`config.mk`:
```
export PLATFORM = sky130hd
export DESIGN_NAME = gpr_file_mp
export DESIGN_NICKNAME = d
export VERILOG_FILES = /design/src/rtl/gpr_pkg.sv /design/src/rtl/gpr_wr_arbiter.sv /design/src/rtl/gpr_file_mp.sv
export SDC_FILE = /design/constraint.sdc
export NUM_CORES = 2
export LEC_CHECK = 0
export ABC_AREA = 1
export CORE_UTILIZATION = 40
export DETAILED_ROUTE_END_ITERATION = 12
export SYNTH_ARGS = -nofsm -noshare
export SYNTH_HDL_FRONTEND = slang
export SYNTH_SLANG_ARGS = --single-unit
```
`constraint.sdc`:
```
create_clock -name clk -period 3.85 [get_ports clk]
set_input_delay 0.5775 -clock clk [delete_from_list [all_inputs] [get_ports clk]]
set_output_delay 0.5775 -clock clk [all_outputs]
set_load 0.01 [all_outputs]
```
`src/rtl/gpr_pkg.sv`:
```
// Shared constants and helpers for the multi-port GPR file.
// Used by gpr_file_mp and gpr_wr_arbiter.
package gpr_pkg;

  localparam int DATA_W_DEF = 32;
  localparam int ADDR_W_DEF = 5;
  localparam int REG_ZERO   = 0;

  function automatic int slice_lo(input int idx, input int w);
    return idx * w;
  endfunction

endpackage

```
`src/rtl/gpr_wr_arbiter.sv`:
```
// Per-register write commit and data select over all write ports.
// The highest-numbered committing port wins each address.
module gpr_wr_arbiter
  import gpr_pkg::*;
#(
  parameter int DATA_W = DATA_W_DEF,
  parameter int ADDR_W = ADDR_W_DEF,
  parameter int NUM_WR = 2
) (
  input  logic                       stall_W,
  input  logic [NUM_WR-1:0]          we,
  input  logic [NUM_WR*ADDR_W-1:0]   wa,
  input  logic [NUM_WR*DATA_W-1:0]   wd,
  output logic [2**ADDR_W-1:0]       commit,
  output logic [(2**ADDR_W)*DATA_W-1:0] wsel
);

  localparam int DEPTH = 2**ADDR_W;

  always_comb begin
    commit = '0;
    wsel   = '0;
    for (int a = REG_ZERO + 1; a < DEPTH; a++) begin
      // Ascending scan: a later hit overrides an earlier one.
      for (int k = 0; k < NUM_WR; k++) begin
        if (we[k] && !stall_W &&
            wa[slice_lo(k, ADDR_W) +: ADDR_W] == ADDR_W'(a)) begin
          commit[a] = 1'b1;
          wsel[slice_lo(a, DATA_W) +: DATA_W] =
            wd[slice_lo(k, DATA_W) +: DATA_W];
        end
      end
    end
  end

endmodule

```
`src/rtl/gpr_file_mp.sv`:
```
// Multi-port GPR file with busy scoreboard and async active-low clear.
// Define GPR_BYPASS_EN for same-cycle write-to-read forwarding.
module gpr_file_mp
  import gpr_pkg::*;
#(
  parameter int DATA_W = DATA_W_DEF,
  parameter int ADDR_W = ADDR_W_DEF,
  parameter int NUM_RD = 2,
  parameter int NUM_WR = 2
) (
  input  logic                     clk,
  input  logic                     rst_n,
  input  logic                     stall_W,
  input  logic [NUM_WR-1:0]        we,
  input  logic [NUM_WR*ADDR_W-1:0] wa,
  input  logic [NUM_WR*DATA_W-1:0] wd,
  input  logic [NUM_RD*ADDR_W-1:0] ra,
  output logic [NUM_RD*DATA_W-1:0] rd,
  output logic [NUM_RD-1:0]        rd_busy,
  input  logic                     claim_en,
  input  logic [ADDR_W-1:0]        claim_addr,
  output logic [2**ADDR_W-1:0]     busy_vec
);

  localparam int DEPTH = 2**ADDR_W;

  logic [DATA_W-1:0]       regs [DEPTH];
  logic [DEPTH-1:0]        busy;
  logic [DEPTH-1:0]        commit;
  logic [DEPTH*DATA_W-1:0] wsel;

  gpr_wr_arbiter #(
    .DATA_W (DATA_W),
    .ADDR_W (ADDR_W),
    .NUM_WR (NUM_WR)
  ) u_arb (
    .stall_W (stall_W),
    .we      (we),
    .wa      (wa),
    .wd      (wd),
    .commit  (commit),
    .wsel    (wsel)
  );

  always_ff @(posedge clk or negedge rst_n) begin
    if (!rst_n) begin
      for (int a = 0; a < DEPTH; a++) regs[a] <= '0;
      busy <= '0;
    end else begin
      for (int a = REG_ZERO + 1; a < DEPTH; a++) begin
        if (commit[a])
          regs[a] <= wsel[slice_lo(a, DATA_W) +: DATA_W];
        // A claim marks a newer producer, so it beats the clear.
        if (claim_en && claim_addr == ADDR_W'(a))
          busy[a] <= 1'b1;
        else if (commit[a])
          busy[a] <= 1'b0;
      end
    end
  end

  assign busy_vec = busy;

  always_comb begin
    rd      = '0;
    rd_busy = '0;
    for (int j = 0; j < NUM_RD; j++) begin
      automatic int a = int'(ra[slice_lo(j, ADDR_W) +: ADDR_W]);
      rd[slice_lo(j, DATA_W) +: DATA_W] = regs[a];
      rd_busy[j] = busy[a];
`ifdef GPR_BYPASS_EN
      if (rst_n && commit[a]) begin
        rd[slice_lo(j, DATA_W) +: DATA_W] =
          wsel[slice_lo(a, DATA_W) +: DATA_W];
        if (!(claim_en && int'(claim_addr) == a))
          rd_busy[j] = 1'b0;
      end
`endif
    end
  end

endmodule

```
==> reports/results.ini <==
[drt]
wl_per_cell_um=30.64
viasPerCell=6.558
drtIter0Drc=13610
first_pass_iters=9
vias=77110
drc=0
drt-total-wl_um=360300
drtAntennaViolNets=0

[logic_synthesis]
yosysSeqAreaShare_pct=38.60
syn_inst=9767
synth_fa_ha_area_share_pct=0
synth-xor-area-share_pct=0
avgSynthCellArea_um2=6.791
synth-compound-area-share_pct=14.35
synth_mux_area_share_pct=0
synthArstFlopShare_pct=100.0
synth_edf_count=0
synth_nets=9862
synthSimpleGateAreaFrac_pct=35.74
yosysWarningCount=33
synth_top_family_by_area=simple AND/OR/NAND/NOR gates
netlist_area_um2=66330
synth.distinct_cells=27
ys_ff_latch=1023
ys.flop_type=dfrtp_1

[placed_design]
place_area_um2=71600
place_hpwl_um=204300
gp_routability_congestion=0.9992
post-place-cells=11530
io_buffers=191

[worst_setup_path]
cp-endpoint=rd[23]
crit_start=ra[1]
reg2reg_slack_ns=2.92
r2r-start=busy_vec[29]
worst_r2r_path_depth=2
path_class=in2out
crit_required_ns=3.27
r2r_end=busy_vec[29]
worstPathArrival_ns=3.15
cp_max_fo=40
start_kind=primary input
cp-end-kind=output port

[finish]
final_util_pct=45.95
layout-drive-gt1-share_pct=7.208
finalNonFillerCells=11760
final_area_um2=75720
most-common-layout-cells=2764 x nand2_1, 2434 x nand3_1, 1023 x dfrtp_1
final_common_cell=nand2_1
syn_to_final_growth_pct=14.16
nets=9553

[global_routing]
top_usage_layer=met2
grt_use_total_pct=41.76
grt_max_degree=116
antenna_found_initial=12
overflow=0
grt_pass1_vias=72760
met1_usage_pct=52.43
grt.met3_usage_pct=14.12
grt_pass1_wl_um=514600
gr-usage-met2_pct=59.34

[cts]
holdBufCountCts=1
cts_num_sinks=1023
cts_tree=yes
clockBufferDepth=3
path_clk_slew_ns=0.06
clk_latency_ns=0.77
htreeDepth=3
cts-root-buf=clkbuf_16
cts_resized=0
cts-buffers-inserted=119
cts_setup_buffers=0

[status]
status=completed

[die]
num_rows=149
start_util_pct=40.25
fp.dieH_um=409.2
pin_count=193
fp.dieArea_um2=167500
design.core.area_um2=164800
die_w_um=409.2

[power]
p_leak_nw=33.36
ir_drop_uv=426.0
power.density_nw_per_um2=493.7

[sta]
fmax_ghz=0.2684
setup_violations=0
rsz0062_at_grt=no
fin_crit_sh_pct=96.76
worst_pin_slew_ns=1.383
hold_viol=0
fin_worst_skew_ns=0
fin_crit_ns=3.725
setup_tns_ns=0
slew_violations=0
maxSlewHeadroom_pct=7.527

[hold_path]
min_path_type=in2async

[job]
drv_cap=0

==> worst min path at each step <==
stage | to | slack [ns]
finish | regs[733] | 0.37
global route | regs[733] | 0.40
CTS | regs[733] | 0.36
detailed placement | regs[953] | 0.48
global placement | regs[956] | 0.48
floorplan | busy_vec[10] | 0.28
==> registers in the layout (all words and copies together), names as in the netlist <==
name      cells
regs        992
busy_vec     31
==> synthesized netlist by cell type, drive strengths merged (2+ instances only) <==
cell type | count | area [µm²]
nand2 | 2789 | 10470
nand3 | 2444 | 12230
dfrtp | 1023 | 25600
inv | 956 | 3588
clkbuf | 728 | 2734
o211ai | 547 | 4106
o221ai | 413 | 3617
a21oi | 264 | 1321
buf | 262 | 1170
nor2 | 242 | 938.4
o21ai | 78 | 405.4
o22ai | 8 | 50.05
nor3 | 4 | 40.04
clkinv | 2 | 7.510
nand4 | 2 | 12.51
or2 | 2 | 12.51
==> kinds of logic (layout without fill, tap and decap cells) <==
family / Yosys count / after routing
compound gates: 1312 / 1312
buf+inv: 1948 / 1740
flops: 1023 / 1023
other cells: 1 / 10
simple gates: 5483 / 5483
==> area by class of cell <==
cell class	count	area, µm²
antenna	9	22.52
clock buffer	181	3541
clock inverter	41	544.3
fill	16580	89080
inverter	958	3636
multi-input combinational	6796	33660
sequential	1023	25600
tap	2189	2739
timing repair buffer	560	5978
==> worst max-delay path: stages <==
cell             delay (ns)
buf_8                  0.30
buf_4                  0.64
nand3_1                0.17
nand3_1                0.13
nand3_1                0.08
nand2_1                0.11
nand2_1                0.23
nand2_1                0.24
clkdlybuf4s50_1        0.58
==> per-stage QoR <==
step	worst slack (ns)	hold WS (ns)	total power, mW
finish	0.1247	0.3674	37.39
global placement	0.2886	0.4759	24.65
CTS	0.3095	0.3630	37.03
global route	0.1218	0.3999	39.01
floorplan	1.418	0.2819	21.32
detailed placement	0.3244	0.4783	24.93
==> where the power goes <==
| group | internal, mW | switching [mW] |
|---|---|---|
| Sequential | 13.4 | 1.47 |
| Combinational | 3.76 | 6.51 |
| Clock | 7.05 | 5.17 |
| Total | 24.2 | 13.1 |
==> metal layers <==
metal	routed length, µm	up-vias
met3	52720	1809
met5	162	-
met4	32390	24
met2	145400	6814
li1	-	32210
met1	129600	36250
Note: power is estimated with default switching activity, not from simulation.
